`config.mk`:
```
export PLATFORM = sky130hd
export DESIGN_NAME = dec38_strobe
export DESIGN_NICKNAME = d
export VERILOG_FILES = /design/src/rtl/dec38_strobe.sv
export SDC_FILE = /design/constraint.sdc
export NUM_CORES = 1
export LEC_CHECK = 0
export CORE_MARGIN = 5
export CORE_UTILIZATION = 55
export CTS_BUF_LIST = sky130_fd_sc_hd__clkbuf_16
export CTS_CLUSTER_SIZE = 40
export DETAILED_ROUTE_END_ITERATION = 10
export GPL_ROUTABILITY_DRIVEN = 0
export PLACE_DENSITY = 0.92
export SLEW_MARGIN = 0
export SYNTH_ARGS = -nofsm -noshare
export SYNTH_HDL_FRONTEND = slang
export SYNTH_SLANG_ARGS = --single-unit
```
`constraint.sdc`:
```
create_clock -name clk -period 5 [get_ports clk]
set_input_delay 0.75 -clock clk [delete_from_list [all_inputs] [get_ports clk]]
set_output_delay 0.75 -clock clk [all_outputs]
set_load 0.02 [all_outputs]
```
`src/rtl/dec38_strobe.sv`:
```
// dec38_strobe: sequential 3-to-8 strobe decoder.
// Codes arrive over a valid/ready handshake into a small FIFO. Each code then
// drives its one-hot line of x for HOLD cycles, followed by GAP blank cycles.
// Optional feature macro: DEC38_STROBE_SEG_EN adds a registered active-low
// 7-segment view (h) of the code currently driven; without it h is 7'h7F.
//
// Handshake: a code is written on a rising edge where in_valid and in_ready
// are both high. in_ready depends only on the registered occupancy, never on
// in_valid or on a pop in the same cycle, so a full FIFO refuses the push even
// when a pop happens on that edge.
module dec38_strobe #(
  parameter int DEPTH = 4,
  parameter int HOLD  = 3,
  parameter int GAP   = 1
) (
  input  logic                         clk,
  input  logic                         rst,
  input  logic                         in_valid,
  output logic                         in_ready,
  input  logic [2:0]                   in_code,
  input  logic                         en,
  output logic [7:0]                   x,
  output logic                         busy,
  output logic [$clog2(DEPTH+1)-1:0]   level,
  output logic [6:0]                   h,
  output logic [1:0]                   state
);

  localparam int LW      = $clog2(DEPTH + 1);
  localparam int AW      = $clog2(DEPTH);
  localparam int CNT_MAX = (HOLD > GAP) ? HOLD : GAP;
  localparam int CW      = (CNT_MAX > 2) ? $clog2(CNT_MAX) : 1;
  localparam logic [CW-1:0] HOLD_LD = CW'(HOLD - 1);
  localparam logic [CW-1:0] GAP_LD  = (GAP > 0) ? CW'(GAP - 1) : '0;
  localparam bit HAS_GAP = (GAP > 0);

  typedef enum logic [1:0] {S_IDLE, S_HOLD, S_GAP} state_t;

  state_t          fsm;
  state_t          fsm_nxt;
  logic [CW-1:0]   cnt;
  logic [7:0]      x_reg;
  logic [2:0]      mem [DEPTH];
  logic [AW-1:0]   wr_ptr;
  logic [AW-1:0]   rd_ptr;
  logic [LW-1:0]   level_nxt;
  logic [2:0]      head;
  logic            push;
  logic            pop;
  logic            empty;

  assign in_ready = (level != LW'(DEPTH));
  assign push     = in_valid & in_ready;
  assign empty    = (level == '0);
  assign head     = mem[rd_ptr];
  assign x        = x_reg & {8{en}};
  assign state    = fsm;

  // Next state and pop request; everything holds while en is low.
  always_comb begin
    pop     = 1'b0;
    fsm_nxt = fsm;
    if (en) begin
      case (fsm)
        S_IDLE: begin
          if (!empty) begin
            pop     = 1'b1;
            fsm_nxt = S_HOLD;
          end
        end
        S_HOLD: begin
          if (cnt == '0) begin
            if (HAS_GAP)     fsm_nxt = S_GAP;
            else if (!empty) pop     = 1'b1;
            else             fsm_nxt = S_IDLE;
          end
        end
        S_GAP: begin
          if (cnt == '0) begin
            if (!empty) begin
              pop     = 1'b1;
              fsm_nxt = S_HOLD;
            end else begin
              fsm_nxt = S_IDLE;
            end
          end
        end
        default: fsm_nxt = S_IDLE;
      endcase
    end
  end

  // Occupancy after this edge; a simultaneous push and pop cancel out.
  always_comb begin
    level_nxt = level;
    if (push && !pop)      level_nxt = level + LW'(1);
    else if (pop && !push) level_nxt = level - LW'(1);
  end

  // FIFO storage; contents need no reset because level gates every read.
  always_ff @(posedge clk) begin
    if (push) mem[wr_ptr] <= in_code;
  end

  // FIFO pointers wrap naturally at DEPTH (a power of two); level kept apart.
  always_ff @(posedge clk or posedge rst) begin
    if (rst) begin
      wr_ptr <= '0;
      rd_ptr <= '0;
      level  <= '0;
    end else begin
      if (push) wr_ptr <= wr_ptr + AW'(1);
      if (pop)  rd_ptr <= rd_ptr + AW'(1);
      level <= level_nxt;
    end
  end

  // Strobe sequencer: state, hold/gap counter, latched one-hot and busy flag.
  always_ff @(posedge clk or posedge rst) begin
    if (rst) begin
      fsm   <= S_IDLE;
      cnt   <= '0;
      x_reg <= '0;
      busy  <= 1'b0;
    end else begin
      fsm  <= fsm_nxt;
      busy <= (fsm_nxt != S_IDLE) || (level_nxt != '0);
      if (pop) begin
        x_reg <= 8'd1 << head;
        cnt   <= HOLD_LD;
      end else if (en) begin
        case (fsm)
          S_HOLD: begin
            if (cnt != '0) begin
              cnt <= cnt - CW'(1);
            end else begin
              // End of hold with nothing to chain into: blank the line.
              x_reg <= '0;
              cnt   <= GAP_LD;
            end
          end
          S_GAP: begin
            if (cnt != '0) cnt <= cnt - CW'(1);
          end
          default: ;
        endcase
      end
    end
  end

`ifdef DEC38_STROBE_SEG_EN
  logic [6:0] seg_reg;

  function automatic logic [6:0] seg_lut(input logic [2:0] c);
    case (c)
      3'd0:    seg_lut = 7'b1000000;
      3'd1:    seg_lut = 7'b1111001;
      3'd2:    seg_lut = 7'b0100100;
      3'd3:    seg_lut = 7'b0110000;
      3'd4:    seg_lut = 7'b0011001;
      3'd5:    seg_lut = 7'b0010010;
      3'd6:    seg_lut = 7'b0000010;
      default: seg_lut = 7'b1111000;
    endcase
  endfunction

  // Segment pattern latched on the same edge as the one-hot line.
  always_ff @(posedge clk or posedge rst) begin
    if (rst)      seg_reg <= 7'h7F;
    else if (pop) seg_reg <= seg_lut(head);
  end

  // Display is blank whenever the line drive is blank (gap, idle, paused).
  assign h = (x == 8'h00) ? 7'h7F : seg_reg;
`else
  assign h = 7'h7F;
`endif

endmodule
```
==> results.cfg, run 1 <==
[floorplanning]
initial_core_util_pct = 57.9
ios = 29
coreArea_um2 = 2760
die-width_um = 63.9
rows = 19
fp.dieArea_um2 = 4080
die_h_um = 63.9

[job]
max_cap_violations = 0

[cells_and_area]
final_cell_mix = clkdlybuf4s50_1 (21), dfrtp_1 (20), and2_1 (12), edfxtp_1 (12), nand2_1 (10)
largest_reg_flops = 12
layout_commonest_cell = clkdlybuf4s50_1
fillers = 189
fin_nets = 170
syn2layout_area_growth_pct = 21.9
antenna_cells = 0
drive_gt1_share_pct = 7.64
fin_area_um2 = 1950

[logic_synthesis]
avgSynthCellArea_um2 = 11.8
synth_cells = 135
ys_seq_elements = 32
ys_top_cells_by_area = dfrtp_1 (31%), edfxtp_1 (23%), ha_1 (5.5%)
yosys.area.top_type = dfrtp_1
synth-seq-area-share_pct = 53.9
yosysWarnings = 0
netlist_area_um2 = 1600
synth.distinct_cells = 33
synth_top_cell_area_share_pct = 31.3

[clock_tree]
cts_buffers = 5
clockRootBuffer = clkbuf_16
postCtsHoldBufs = 0
ctsResizeCount = 0
clk_pin_slew_ns = 0.05
cts.sinks = 32
postCtsSetupRepairBufs = 0
cts_tree = done
clock_latency_ns = 0.28
htreeDepth = 2
cts_buffer_depth = 2

[routing]
drc = 0
drt_iter0_markers = 59
routed_via_density = 5.68
vias = 1067
dr.pass1.iters = 4
postRouteAntennaNets = 0
finalWirelength_um = 3200
post_drt_wl_per_cell_um = 17.0

[place]
hpwl_um = 2230
place_area_um2 = 1780
port_buffers = 21

[power_and_ir_drop]
powerDensity_nw_per_um2 = 658
p_leak_nw = 0.815
ir_drop_mv = 0.554

[sta]
slew_headroom_pct = 39.6
period_share_pct = 60.6
period_needed_ns = 3.03
skew_ns = 0.00249
fin_setup_tns_ns = 0
maxSlewViolCount = 0
rsz0062_at_grt = no
worstMarginPinSlew_ns = 0.905
hold_violations = 0
fmax_mhz = 330
setup_viol = 0

[status]
status = complete, no violations

[worst_hold_path]
hold_class = flip-flop to flip-flop
min-delay-start = x_reg[1]$_DFFE_PP0P_

[critical_path]
cp-startpoint = en
path_max_fanout = 16
cp-start-kind = primary input
worstPathArrival_ns = 2.28
required_ns = 4.25
r2r-start = level[0]$_DFF_PP0_
cp-end-kind = output port
path_class = primary input to output port

[global_routing]
gr-total-overflow = 0
grt_start_max_net_pins = 21
track_usage_pct = 17.3
grt_pass1_wl_um = 5350
antenna_found_initial = 0
grt_pass1_vias = 1146
per-stage QoR:
stage               util [%]  instances  total power, mW  setup slack, ns  hold slack, ns
floorplan                  -        141            0.792             2.89           0.442
global placement        64.5        180            0.889             2.03           0.456
detailed placement      64.5        180            0.925             1.95           0.474
CTS                     70.6        188             1.28             1.94           0.486
global route            70.6        188             1.35             1.88           0.517
finish                  70.6        188             1.28             1.97           0.481
kinds of logic (layout without fill, tap and decap cells):
logic type	count (synthesis)	in the layout	synth area share, %
AOI/OAI and AO/OA	28	28	12.5
DFF	32	32	53.9
buffers and inverters	19	35	7.05
and+or+nand+nor	38	38	12.7
adders and majority gates	7	7	5.49
muxes	3	3	4.23
xor gates and xnor gates	7	7	3.84
other	1	7	0.235
where the power goes:
group          switching [mW]  internal [mW]  leakage, nW
Sequential             0.0881          0.358        0.359
Combinational           0.270          0.218        0.376
Clock                   0.111          0.234       0.0798
Total                   0.470          0.810        0.815
cell usage after synthesis:
master	number
a21o_1	3
a22o_1	1
nor2_1	3
o22ai_1	1
or3_1	1
nor3_1	3
o21ai_0	5
a32o_1	3
o21ai_2	1
buf_4	9
nor2b_1	2
o21bai_1	1
conb_1	1
and3_1	1
nand2_1	10
and2_1	12
edfxtp_1	12
xor2_1	2
ha_1	7
dfrtp_1	20
mux4_2	3
inv_1	6
a21oi_1	3
nand4_1	1
xnor2_1	5
nand3_1	1
or3b_1	1
nand2b_1	3
a31oi_1	4
o2bb2ai_1	5
a21boi_1	1
clkbuf_1	3
buf_6	1
layout make-up:
class | count | area, um2 | area share, %
clock inverters | 3 | 42.5 | 2.19
inverters | 6 | 22.5 | 1.16
well taps | 31 | 38.8 | 1.99
repair buffers | 21 | 210 | 10.8
flip-flops and latches | 32 | 861 | 44.2
multi-input cells | 90 | 646 | 33.2
clock buffers | 5 | 125 | 6.43
worst max-delay path, cell delays in order:
cell and delay (ns):
clkdlybuf4s50_1 0.72, and2_1 0.20, clkdlybuf4s50_1 0.61
worst paths after layout:
| path | end | slack, ns | cells after the start |
|---|---|---|---|
| max | x[2] | 1.97 | 3 |
| min | x_reg[1]$_DFFE_PP0P_ | 0.48 | 1 |
| max reg2reg | busy$_DFF_PP0_ | 2.44 | 6 |
| min reg2reg | x_reg[1]$_DFFE_PP0P_ | 0.48 | 1 |
| max in group asynchronous | x_reg[6]$_DFFE_PP0P_ | 3.62 | 2 |
| min in group asynchronous | wr_ptr[1]$_DFFE_PP0P_ | 0.90 | 2 |
metal layers:
metal  vias to the layer above  track usage (%)  share of wire, %
li1                        502                -                 -
met1                       528             18.2                38
met2                        31             30.3                53
met3                         6             6.83               6.9
met4                         0             7.79               1.8
met5                         -                0                 0
Note: power is estimated with default switching activity, not from simulation.
==> run 2: changes to the inputs <==
- CORE_UTILIZATION: 55 -> 51
- PLACE_DENSITY: 0.92 -> 0.87
- clock period: 5 -> 3.15 ns (I/O delays scaled with it)
==> run 2 against run 1 <==
Net effect:
- largest power group unchanged
- hold slack worse by 0.0085 ns
- via count is 1.3% lower
- highest routed layer unchanged
- global-route usage is 1.6 points lower
- cell count is 7.4% higher
- clock skew is 0.0013 ns higher
==> results.cfg, run 2 (synthesis results as in run 1) <==
[sta]
worst_slack_ns = 0.682
hold_violations = 0
rsz0062_at_grt = no
worstMarginPinSlew_ns = 0.782
maxSlewViolCount = 0
fin_setup_tns_ns = 0
setup_viol = 0
fmax_mhz = 405
skew_ns = 0.00379
worst_hold_slack_ns = 0.472
slew_headroom_pct = 47.8
period_needed_ns = 2.47
period_share_pct = 78.4

[floorplanning]
initial_core_util_pct = 52.7
rows = 20
ios = 29
coreArea_um2 = 3030
die_h_um = 66.0
fp.dieArea_um2 = 4350
die-width_um = 66.0

[power_and_ir_drop]
power.internal_mw = 1.20
p_sw_mw = 0.707
p_seq_share_pct = 37.1
ir_drop_mv = 0.579
p_clk_share_pct = 23.2
pwr-share-comb_pct = 39.7
switching_share_pct = 37.0
powerDensity_nw_per_um2 = 986
p_leak_nw = 0.816

[routing]
post_drt_wl_per_cell_um = 15.0
postRouteAntennaNets = 0
dr.pass1.iters = 4
vias = 1053
drc = 0
finalWirelength_um = 3030
drt_iter0_markers = 33
routed_via_density = 5.21

[critical_path]
cpMaxStageDelayCell = clkdlybuf4s50_1
critical-path-top-delay-family = buffers and inverters
cp_cell_sequence = clkdlybuf4s50_1 -> and2_1 -> clkdlybuf4s50_1
path_class = primary input to output port
cp-end-kind = output port
path_max_fanout = 16
required_ns = 2.68
cp-start-kind = primary input
path_common_cell = clkdlybuf4s50_1
slowest_delay_ns = 0.72
worstPathArrival_ns = 2.00
critPathBufInv = 2

[clock_tree]
cts_buffers = 5
cts_tree = done
ctsResizeCount = 0
clockRootBuffer = clkbuf_16
postCtsSetupRepairBufs = 0
htreeDepth = 2
clk_pin_slew_ns = 0.05
cts.sinks = 32
cts_buffer_depth = 2
postCtsHoldBufs = 0
clock_latency_ns = 0.27

[cells_and_area]
final_cell_mix = clkdlybuf4s50_1 (21), dfrtp_1 (20), and2_1 (12), edfxtp_1 (12), nand2_1 (10)
largest_reg_flops = 12
antenna_cells = 0
utilization_pct = 64.0
fin_nets = 171
drive_gt1_share_pct = 6.96
layout_commonest_cell = clkdlybuf4s50_1
syn2layout_area_growth_pct = 21.5

[place]
port_buffers = 21
hpwl_um = 2290
dp_slack_ns = 0.490

[status]
status = complete, no violations

[global_routing]
grt_pass1_wl_um = 5060
grt_use_met3_pct = 4.59
gr-total-overflow = 0
antenna_found_initial = 0
busiest_layer = met2
grt_pass1_vias = 1038
grt_start_max_net_pins = 21
grt.met2_usage_pct = 26.4
grt_use_met1_pct = 19.1
track_usage_pct = 15.8

[worst_hold_path]
hold_class = flip-flop to flip-flop

[job]
max_cap_violations = 0
==> run 2: metrics by stage <==
stage               instance area, um2  power, mW  cells
global placement                  1800       1.43    194
global route                      1940       2.05    202
detailed placement                1800       1.48    194
floorplan                         1620       1.26    141
CTS                               1940       1.93    202
finish                            1940       1.91    202
==> run 2: power by group through the flow <==
stage / clock, mW / combinational [mW] / sequential (mW)
global placement: 0 / 0.728 / 0.701
detailed placement: 0 / 0.758 / 0.718
finish: 0.443 / 0.759 / 0.710
global route: 0.479 / 0.836 / 0.735
CTS: 0.451 / 0.765 / 0.712
floorplan: 0 / 0.562 / 0.695
==> run 2: final timing paths <==
| check | startpoint | end | slack [ns] | cells after the start |
|---|---|---|---|---|
| worst max-delay path | en | x[1] | 0.68 | 3 |
| worst min-delay path | x_reg[2]$_DFFE_PP0P_ | x_reg[2]$_DFFE_PP0P_ | 0.47 | 1 |
| worst max register to register | level[1]$_DFF_PP0_ | busy$_DFF_PP0_ | 1.03 | 7 |
| worst min register to register | x_reg[2]$_DFFE_PP0P_ | x_reg[2]$_DFFE_PP0P_ | 0.47 | 1 |
| max in group asynchronous | rst | x_reg[1]$_DFFE_PP0P_ | 2.01 | 2 |
| min in group asynchronous | rst | wr_ptr[0]$_DFFE_PP0P_ | 0.65 | 2 |
==> run 2: cell type report <==
cell class                      instances  area (um2)
Clock buffer                            5         125
Clock inverter                          3        12.5
Fill cell                             253        1090
Inverter                                6        22.5
Multi-Input combinational cell         90         646
Sequential cell                        32         861
Tap cell                               44        55.1
Timing Repair Buffer                   22         218
==> run 2: metal layers <==
layer  vias to the layer above  wire (um)
met5                         -          0
met4                         0         56
met3                         6        157
met2                        33       1580
met1                       507       1240
li1                        507          -
==> run 3: changes to the inputs <==
- CORE_UTILIZATION: 51 -> 46
- PLACE_DENSITY: 0.87 -> 0.83
- clock period: 3.15 -> 2.15 ns (I/O delays scaled with it)
==> run 3 against run 2 <==
Net effect:
- combinational power is 53% higher
- wire length is 1.5% lower
- sequential cell count stayed put
- sequential power is 45% higher
- sequential share of layout area is 1.4 points lower
- clock-buffer cell count stayed put
- utilization is 4.1 points lower
- cell count is 3.0% higher
- global-route usage is 1.1 points lower
==> results.cfg, run 3 (synthesis results as in run 1) <==
[clock_tree]
cts_tree = done
postCtsSetupRepairBufs = 0
cts.sinks = 32
ctsResizeCount = 0
clk_pin_slew_ns = 0.05
cts_buffer_depth = 2
postCtsHoldBufs = 0
clockRootBuffer = clkbuf_16
htreeDepth = 2
clock_latency_ns = 0.28
cts_buffers = 5

[job]
max_cap_violations = 0

[floorplanning]
ios = 29
fp.dieArea_um2 = 4750
coreArea_um2 = 3340
rows = 21
die-width_um = 68.9
die_h_um = 68.9
initial_core_util_pct = 47.8

[sta]
skew_ns = 0.00115
fmax_mhz = 485
fin_setup_tns_ns = 0
worstMarginPinSlew_ns = 0.768
period_needed_ns = 2.06
maxSlewViolCount = 0
rsz0062_at_grt = no
slew_headroom_pct = 48.7
period_share_pct = 96.0
hold_violations = 0
setup_viol = 0

[worst_hold_path]
min-delay-start = x_reg[5]$_DFFE_PP0P_
hold_class = flip-flop to flip-flop

[global_routing]
grt_use_met3_pct = 4.86
antenna_found_initial = 0
busiest_layer = met2
gr-total-overflow = 0
grt_start_max_net_pins = 21
grt_pass1_wl_um = 4950
grt.met2_usage_pct = 23.9
track_usage_pct = 14.7
grt_use_met1_pct = 17.2
grt_pass1_vias = 1088

[critical_path]
r2r-start = level[0]$_DFF_PP0_
cp-startpoint = en
cp-end-kind = output port
worstPathArrival_ns = 1.74
path_class = primary input to output port
required_ns = 1.83
cp-start-kind = primary input
path_max_fanout = 15

[cells_and_area]
fin_nets = 175
multi_input_area_um2 = 646
fillers = 267
seq_area_um2 = 861
drive_gt1_share_pct = 10.5
syn2layout_area_growth_pct = 25.4
layout_commonest_cell = clkdlybuf4s50_1
largest_reg_flops = 12
antenna_cells = 0
final_cell_mix = clkdlybuf4s50_1 (21), dfrtp_1 (20), and2_1 (12), edfxtp_1 (12), nand2_1 (10)

[routing]
dr.pass1.iters = 4
postRouteAntennaNets = 0
post_drt_wl_per_cell_um = 14.3
drc = 0
finalWirelength_um = 2980
vias = 1059
routed_via_density = 5.09
drt_iter0_markers = 42

[status]
status = complete, no violations

[power_and_ir_drop]
pwr-share-comb_pct = 39.0
ir_drop_mv = 1.03
p_clk_share_pct = 26.5
p_seq_share_pct = 34.5
powerDensity_nw_per_um2 = 1490
switching_share_pct = 35.6
p_sw_mw = 1.06
p_leak_nw = 0.839
power.internal_mw = 1.92
total_power_mw = 2.98

[place]
port_buffers = 21
hpwl_um = 2110
[run 3: cell types whose count changed in the layout (fill, tap and decap cells not counted)]
cell,change
inv_1,-2
clkinvlp_4,+1
bufinv_16,+1
buf_4,+4
[run 3: power groups by stage]
stage          Sequential [mW]  Combinational, mW  Clock [mW]
2_1_floorplan             1.02              0.824           0
3_3_place_gp              1.02               1.10           0
3_5_place_dp              1.04               1.15           0
4_1_cts                   1.03               1.16       0.806
5_1_grt                   1.07               1.28       0.843
6_report                  1.03               1.16       0.791
[run 3: layer usage]
metal | share of wire, % | wire, um | vias to the layer above
li1 | - | - | 513
met1 | 43 | 1280 | 511
met2 | 50 | 1500 | 30
met3 | 5.4 | 161 | 5
met4 | 1.3 | 40 | 0
met5 | 0 | 0 | -
[run 3: metrics by stage]
step | instance area [um2] | utilization (%) | setup slack (ns) | std cells | hold slack, ns
2_1_floorplan | 1620 | - | 0.0790 | 141 | 0.286
3_3_place_gp | 1830 | 55.0 | 0.0586 | 200 | 0.457
3_5_place_dp | 1830 | 55.0 | 0.00574 | 200 | 0.466
4_1_cts | 2000 | 60.0 | 0.0807 | 208 | 0.480
5_1_grt | 2000 | 60.0 | 0.00295 | 208 | 0.496
6_report | 2000 | 60.0 | 0.0867 | 208 | 0.478
[run 3: worst paths after layout]
path | end | cells after the start | slack [ns]
max in group asynchronous | x_reg[3]$_DFFE_PP0P_ | 2 | 1.18
max | x[0] | 4 | 0.09
max reg2reg | busy$_DFF_PP0_ | 8 | 0.13
min reg2reg | x_reg[5]$_DFFE_PP0P_ | 1 | 0.48
min | x_reg[5]$_DFFE_PP0P_ | 1 | 0.48
min in group asynchronous | state[0]$_DFF_PP0_ | 2 | 0.49
[run 3: critical path, cell delays in order]
cell and delay [ns]:
clkdlybuf4s50_1 0.47, buf_4 0.18, and2_1 0.15, clkdlybuf4s50_1 0.61
[run 3: layout make-up]
class                      count  share of cell area (%)
sequential                    32                    43.0
multi-input combinational     90                    32.2
timing repair buffer          26                    12.4
clock buffer                   5                    6.25
tap                           46                    2.88
clock inverter                 3                    2.13
inverter                       6                    1.13
